**src/rtl/mont_mult_seq.sv**
```systemverilog
// Sequential radix-2 Montgomery multiplier: s = a*b*2^-K mod n, one bit of a per enabled clock.
// ready_early is decoded from state and counter so it tracks ce gaps exactly.
module mont_mult_seq #(
  parameter int K     = 8,
  parameter int EARLY = 1
) (
  input  logic         clk,
  input  logic         rst_n,
  input  logic         ce,
  input  logic         start,
  input  logic [K-1:0] a,
  input  logic [K-1:0] b,
  input  logic [K-1:0] n,
  output logic [K-1:0] s,
  output logic         busy,
  output logic         done,
  output logic         ready_early
);
  localparam int IW = $clog2(K + 1);

  localparam logic [1:0] ST_IDLE  = 2'd0;
  localparam logic [1:0] ST_CALC  = 2'd1;
  localparam logic [1:0] ST_FINAL = 2'd2;

  localparam logic [IW-1:0] LAST_I         = IW'(K - 1);
  localparam logic [IW-1:0] EARLY_I        = IW'(K - EARLY);
  localparam logic          EARLY_AT_FINAL = (EARLY == 0);

  logic [1:0]    state_r;
  logic [K-1:0]  a_r;
  logic [K-1:0]  b_r;
  logic [K-1:0]  n_r;
  logic [K+1:0]  acc_r;
  logic [IW-1:0] cnt_r;
  logic [K-1:0]  s_r;
  logic          busy_r;
  logic          done_r;
  logic          early_r;

  logic [K+1:0]  addend_b_s;
  logic [K+1:0]  sum_ab_s;
  logic [K+1:0]  addend_n_s;
  logic [K+1:0]  sum_all_s;
  logic [K+1:0]  acc_next_s;
  logic [K-1:0]  reduced_s;
  logic          acc_ge_n_s;

  // Iteration datapath and final conditional subtraction (acc < 2n, so K low bits of acc-n suffice)
  always_comb begin
    addend_b_s = {(K+2){1'b0}};
    addend_n_s = {(K+2){1'b0}};
    if (a_r[0]) begin
      addend_b_s = {2'b00, b_r};
    end else begin
      addend_b_s = {(K+2){1'b0}};
    end
    sum_ab_s = acc_r + addend_b_s;
    if (sum_ab_s[0]) begin
      addend_n_s = {2'b00, n_r};
    end else begin
      addend_n_s = {(K+2){1'b0}};
    end
    sum_all_s  = sum_ab_s + addend_n_s;
    acc_next_s = sum_all_s >> 1'b1;
    acc_ge_n_s = (acc_r >= {2'b00, n_r});
    reduced_s  = acc_r[K-1:0] - n_r;
  end

  // Control FSM, operand registers and registered outputs; everything holds while ce is low
  always_ff @(posedge clk or negedge rst_n) begin
    if (!rst_n) begin
      state_r <= ST_IDLE;
      a_r     <= {K{1'b0}};
      b_r     <= {K{1'b0}};
      n_r     <= {K{1'b0}};
      acc_r   <= {(K+2){1'b0}};
      cnt_r   <= {IW{1'b0}};
      s_r     <= {K{1'b0}};
      busy_r  <= 1'b0;
      done_r  <= 1'b0;
      early_r <= 1'b0;
    end else if (ce) begin
      case (state_r)
        ST_IDLE: begin
          done_r  <= 1'b0;
          early_r <= 1'b0;
          // A start coinciding with the done pulse is dropped, not queued
          if (start && !done_r) begin
            a_r     <= a;
            b_r     <= b;
            n_r     <= n;
            acc_r   <= {(K+2){1'b0}};
            cnt_r   <= {IW{1'b0}};
            busy_r  <= 1'b1;
            state_r <= ST_CALC;
          end
        end
        ST_CALC: begin
          acc_r   <= acc_next_s;
          a_r     <= a_r >> 1'b1;
          cnt_r   <= cnt_r + {{(IW-1){1'b0}}, 1'b1};
          early_r <= (cnt_r == EARLY_I);
          done_r  <= 1'b0;
          if (cnt_r == LAST_I) begin
            state_r <= ST_FINAL;
          end
        end
        ST_FINAL: begin
          s_r     <= acc_ge_n_s ? reduced_s : acc_r[K-1:0];
          done_r  <= 1'b1;
          busy_r  <= 1'b0;
          early_r <= EARLY_AT_FINAL;
          state_r <= ST_IDLE;
        end
        default: begin
          state_r <= ST_IDLE;
          busy_r  <= 1'b0;
          done_r  <= 1'b0;
          early_r <= 1'b0;
        end
      endcase
    end
  end

  assign s           = s_r;
  assign busy        = busy_r;
  assign done        = done_r;
  assign ready_early = early_r;
endmodule

```
**config.mk**
```make
export PLATFORM = sky130hd
export DESIGN_NAME = mont_mult_seq
export DESIGN_NICKNAME = d
export VERILOG_FILES = /design/src/rtl/mont_mult_seq.sv
export SDC_FILE = /design/constraint.sdc
export NUM_CORES = 1
export LEC_CHECK = 0
export BUFFER_PORTS_ARGS = -buffer_cell sky130_fd_sc_hd__buf_2
export CAP_MARGIN = 20
export CELL_PAD_IN_SITES_DETAIL_PLACEMENT = 1
export CELL_PAD_IN_SITES_GLOBAL_PLACEMENT = 1
export CORE_MARGIN = 2
export CORE_UTILIZATION = 45
export CTS_BUF_LIST = sky130_fd_sc_hd__clkbuf_8
export CTS_CLUSTER_DIAMETER = 80
export CTS_CLUSTER_SIZE = 14
export DETAILED_ROUTE_END_ITERATION = 8
export GPL_TIMING_DRIVEN = 0
export PLACE_DENSITY_LB_ADDON = 0.1
export SLEW_MARGIN = 10
export SYNTH_ARGS = -nofsm -noshare
export SYNTH_HDL_FRONTEND = slang
export SYNTH_SLANG_ARGS = --single-unit
```
**constraint.sdc**
```tcl
create_clock -name clk -period 7.9 [get_ports clk]
set_input_delay 0.79 -clock clk [delete_from_list [all_inputs] [get_ports clk]]
set_output_delay 0.79 -clock clk [all_outputs]
set_load 0.02 [all_outputs]
```
# Yosys cells after proc, flatten, opt, wreduce, memory -nomap -nowiden
# Index checks and enable logic that the tools add are counted.
op_classes:
  eq_ne: 5
  n_addsub: 4
  n_bitwise: 1
  order_cmp: 1
  muxes: 16
  reduce_logical: 9
op_table:
  columns: ["operator", "count"]
  rows:
  - ["2-to-1 mux 8 bit", 4]
  - ["adder 10 bit", 2]
  - ["case mux 10 bit (2 select lines)", 1]
  - ["case mux 8 bit (2 select lines)", 1]
  - ["AND reduction 3 bit", 4]
  - ["greater-or-equal comparator 10 x 8 -> 1 bit", 1]
  - ["2-to-1 mux 10 bit", 1]
  - ["case mux 4 bit (2 select lines)", 1]
  - ["subtractor 8 bit", 1]
  - ["adder 4 x 1 -> 4 bit (second input constant)", 1]
  - ["== test 4 x 3 -> 1 bit (second input constant)", 1]
  - ["2-to-1 mux 2 bit", 2]
  - ["2-to-1 mux 4 bit", 1]
  - ["inequality test 2 bit (second input constant)", 2]
  - ["case mux 2 bit (2 select lines)", 1]
  - ["2-to-1 mux 1 bit", 3]
  - ["== test 2 x 1 -> 1 bit (second input constant)", 1]
  - ["== test 2 bit (second input constant)", 1]
  - ["zero test 2 bit", 1]
  - ["case mux 1 bit (2 select lines)", 1]
  - ["AND reduction 2 bit", 1]
  - ["nonzero test 2 bit", 1]
  - ["logical AND 1 bit", 1]
  - ["zero test 1 bit", 1]
  - ["NOT 1 bit", 1]
totals:
  inputBits: 28
  regBits: 51
  output_inout_bits: 11
  wordCells: 46

# Logic depth before layout (Yosys ltp)
depth:
  depth_word: 5
  mapped_depth: 14
  mapped_depth_nobuf: 14

# Worst setup path before layout
# OpenSTA, ideal clock, no wires.
synth_path:
  kind: "register to register"
  start: "reg a_r[0]"
  end: "reg acc_r[8]"
  stages_incl_launch_ff: 14
  path_buffers: 0
  path_slack_ps: 4665
  required_ps: 7771
  synth_period_minus_slack_ps: 3235
  arrival_time_ps: 3106
  setup_time_ps: 129
  path_cell_list: "dfrtp_1 > and2_1 > ha_1 > fa_1 > a211oi_1 > nor2_1 > o21a_1 > nor2_1 > xnor2_1 > ha_1 > a21oi_1 > o221a_2 > o2111a_1 > a2111o_1"
synth_via:
  elab_chain_len: 5
synth_rtl:
  columns: ["element", "line", "source"]
  rows:
  - ["start, declared", "30", "logic [K-1:0] a_r;"]
  - ["start signal, assigned", "73", "a_r <= {K{1'b0}};"]
  - ["start signal, assigned", "100", "a_r <= a_r >> 1'b1;"]
  - ["2-to-1 mux 8 bit (*)", "52", "if (a_r[0]) begin"]
  - ["adder 10 bit (*)", "57", "sum_ab_s = acc_r + addend_b_s;"]
  - ["2-to-1 mux 8 bit", "58", "if (sum_ab_s[0]) begin"]
  - ["adder 10 bit (*)", "63", "sum_all_s = sum_ab_s + addend_n_s;"]
  - ["case mux 10 bit (2 select lines) (*)", "83", "case (state_r)"]
  - ["end signal, assigned", "76", "acc_r <= {(K+2){1'b0}};"]
  - ["end signal, assigned", "92", "acc_r <= {(K+2){1'b0}};"]
  - ["end signal, assigned", "99", "acc_r <= acc_next_s;"]
  - ["end, declared", "33", "logic [K+1:0] acc_r;"]
# Every way passes the cells marked *; elsewhere a longest branch is shown, timed or not.
# A chain may end at the register's enable or synchronous reset.

# Final worst setup path
# Ends and elaborated chain as after synthesis.

==> key figures <==
Yosys
  – Syn avg cell area: 9.45 sq um
  – Synth unique cells: 44
  – Share of the yosys chip area belonging to registers: 39.5%
  – Top-area cell type share of the netlist area: 39.5%
  – Mapped Area: 0.00316 sq mm
  – Post-synth top flop: dfrtp_1
  – Gate Count Post-Synth: 335
  – Ys Warns: 0
  – Synth area leader: dfrtp_1
  – Async set or reset register ratio after synthesis: 100%
  – Seq cells post-synth: 50
  – Synth top area cells: dfrtp_1 (40%), ha_1 (9.5%), o21ai_0 (7.0%), nand2_1 (4.4%), mux2_2 (4.3%)
  – Syn_nets: 390
  – Post-synth EDFFs: 0

Clock tree
  – Clk sinks: 50
  – Post-CTS resize count: 0
  – CTS Buf Count: 5
  – Post-CTS Setup Bufs: 0
  – CTS tree: built
  – Skew-Pair Late Insertion Delay: 0.30 ns
  – Clock tree buffer depth: 2
  – Root buf cell: clkbuf_8
  – CTS clk-pin slew, worst paths: 0.09 ns
  – Post-CTS Hold Fix Bufs: 0
  – CTS H-tree lvls: 2

Critical path
  – R2r setup slk: 4.39 ns
  – Signal arrival time at the worst endpoint: 3.70 ns
  – Delay-heaviest family, CP: compound AO/OA/AOI/OAI gates
  – Worst path bufs/invs: 1
  – Worst Path Max Fanout: 9
  – Slowest CP cell: dfrtp_1
  – Worst Setup Start Kind: register
  – Crit path cell chain: and2_1, ha_1, a211oi_2, nor2_1, or4_1, a21oi_1, xnor2_1, ha_1, inv_1, o221a_2, o2111a_1, a2111o_1
  – Critical Path Sink Type: register
  – Critical Setup Path Class: reg2reg
  – Worst path max stage delay: 0.47 ns
  – Critical path data required time: 8.09 ns
  – Most used cell, CP: ha_1

Final layout
  – Share of cells above drive strength 1: 16.5%
  – Antenna fix cells: 0
  – Reg area: 0.00125 sq mm
  – Non-Filler Instances: 478
  – Fillers: 805
  – Final instance area: 0.00360 sq mm
  – Layout area overhead: 13.9%
  – Nets: 436
  – Multi-input logic area: 0.00182 sq mm

Placement
  – DPL Wire Length: 5960 um
  – Placed inst area: 0.00349 sq mm
  – Port Buffer Count: 38
  – Cells after DPL: 470
  – GP Congestion: 0.786

Outcome
  – Status: finished clean

Global routing
  – Initial antenna violation count: 0
  – First-pass GRT wire length: 12,600 um
  – Vias in the first global route: 2,583
  – Largest net degree at the start of global routing: 35
  – Total GRT Usage: 21.0%
  – Overflow left after global routing: 0

STA
  – Post-route minimum period: 3.51 ns
  – RSZ-0062 raised after global routing: no
  – Setup TNS: 0 ns
  – Fin. Hold Viols: 0
  – Clk_skew: 0.00835 ns
  – Tcrit/Tclk final: 44.4%
  – Final slew viol count: 0
  – Final hold slack: 0.409 ns
  – Max-slew headroom: 56.5%
  – Setup Viol. Count Final: 0
  – Worst slew pin tran: 0.653 ns
  – F_max: 285 MHz

Route
  – Wirelength, routed: 7510 um
  – Vias/cell: 5.36
  – Routed WL per cell: 15.7 um
  – Antenna viol nets, final: 0
  – DR vias: 2,562
  – Number of detailed-route iterations in the first pass: 4
  – Post-route DRC: 0
  – Initial DRC count: 61

Floorplanning
  – Core region area: 0.00679 sq mm
  – Initial Util: 46.6%
  – Die Width: 87.9 um
  – Rows: 30
  – Area of the die: 0.00772 sq mm
  – Chip height: 87.9 um
  – Ports: 39

Pwr
  – Leakage: 1.71 nW
  – VDD IR-drop max: 159 uV
  – P per Cell Area: 412 mW/mm^2
  – Final Power: 0.00149 W

Flow run
  – MaxCap Viol Count: 0

Min path
  – Min-delay worst type: in2async
[registers in the layout (all words and copies together), names as in the netlist]
name / count
state_r: 2
done: 1
s: 8
busy: 1
n_r: 8
a_r: 8
b_r: 8
acc_r: 9
cnt_r: 4
ready_early: 1
[final timing paths]
check / startpoint / end / cells after the start
setup / recovery: a_r[0]$_DFFE_PN0P_ / acc_r[8]$_DFFE_PN0P_ / 12
hold / removal: rst_n / s[6]$_DFFE_PN0P_ / 1
setup reg to reg: a_r[0]$_DFFE_PN0P_ / acc_r[8]$_DFFE_PN0P_ / 12
hold reg to reg: s[5]$_DFFE_PN0P_ / s[5]$_DFFE_PN0P_ / 2
max in group asynchronous: rst_n / b_r[1]$_DFFE_PN0P_ / 2
min in group clk: s[5]$_DFFE_PN0P_ / s[5]$_DFFE_PN0P_ / 2
[routing by layer]
layer | GRT usage [%] | wire, um | part of all wire, %
met5 | 0 | 0 | 0
met4 | 4.90 | 74 | 0.99
met3 | 3.11 | 209 | 2.8
met2 | 36.8 | 3710 | 49
met1 | 27.3 | 3510 | 47
[report_power, final]
| part | leakage, nW | switching, W | internal (W) |
|---|---|---|---|
| clock network | 0.0556 | 0.0000861 | 0.0000933 |
| registers | 0.632 | 0.0000841 | 0.000357 |
| logic | 1.03 | 0.000479 | 0.000385 |
[stage by stage]
stage / utilization, % / worst slack (ns)
2_1_floorplan: - / 4.67
3_3_place_gp: 51.1 / 4.44
3_5_place_dp: 51.4 / 4.39
4_1_cts: 53.1 / 4.37
5_1_grt: 53.1 / 4.10
6_report: 53.1 / 4.39
[cell families (layout without fill, tap and decap cells)]
logic type      Yosys count  count (layout)  share of synthesized area (%)
simple gates            102             102                           15.7
compound gates           96              96                           19.2
flops                    50              50                           39.5
fa+ha+maj                27              27                           11.4
buf+inv                  24              71                           2.89
mux                      23              23                           7.75
xor+xnor                 13              13                           3.60
[final cells by class]
| cell class | count | share of cell area, % |
|---|---|---|
| buffer | 9 | 0.972 |
| inverter | 15 | 1.56 |
| tap | 96 | 3.33 |
| sequential | 50 | 34.7 |
| clock buffer | 5 | 1.91 |
| multi-input combinational | 261 | 50.5 |
| timing repair buffer | 39 | 5.83 |
| clock inverter | 3 | 1.15 |
[layout by cell type, fill, tap and decap left out, drive strengths merged, types with 5 or more instances in the layout]
| cell | instances |
|---|---|
| xor2 | 7 |
| mux2i | 11 |
| xnor2 | 6 |
| buf | 40 |
| mux2 | 12 |
| o21a | 9 |
| nor2 | 20 |
| a211oi | 6 |
| dfrtp | 50 |
| nor2b | 5 |
| o21ai | 45 |
| ha | 24 |
| clkbuf | 13 |
| nand2 | 37 |
| a21oi | 13 |
| inv | 16 |
| a21o | 5 |
| and2 | 18 |
[cells in the mapped netlist (2+ instances only)]
cell / number
a211oi_1: 5
a21o_1: 4
a21oi_1: 12
a22o_1: 4
a31oi_1: 3
and2_1: 18
clkbuf_1: 8
dfrtp_1: 50
fa_1: 3
ha_1: 24
inv_1: 15
mux2_2: 12
mux2i_1: 11
nand2_1: 37
nand2b_1: 4
nand3_1: 4
nand4_1: 2
nor2_1: 20
nor2b_1: 5
nor3_1: 3
nor4b_1: 2
o21a_1: 9
o21ai_0: 44
o31a_1: 3
or3_1: 2
or4_1: 2
xnor2_1: 6
xor2_1: 7
(Power assumes the default switching activity.)
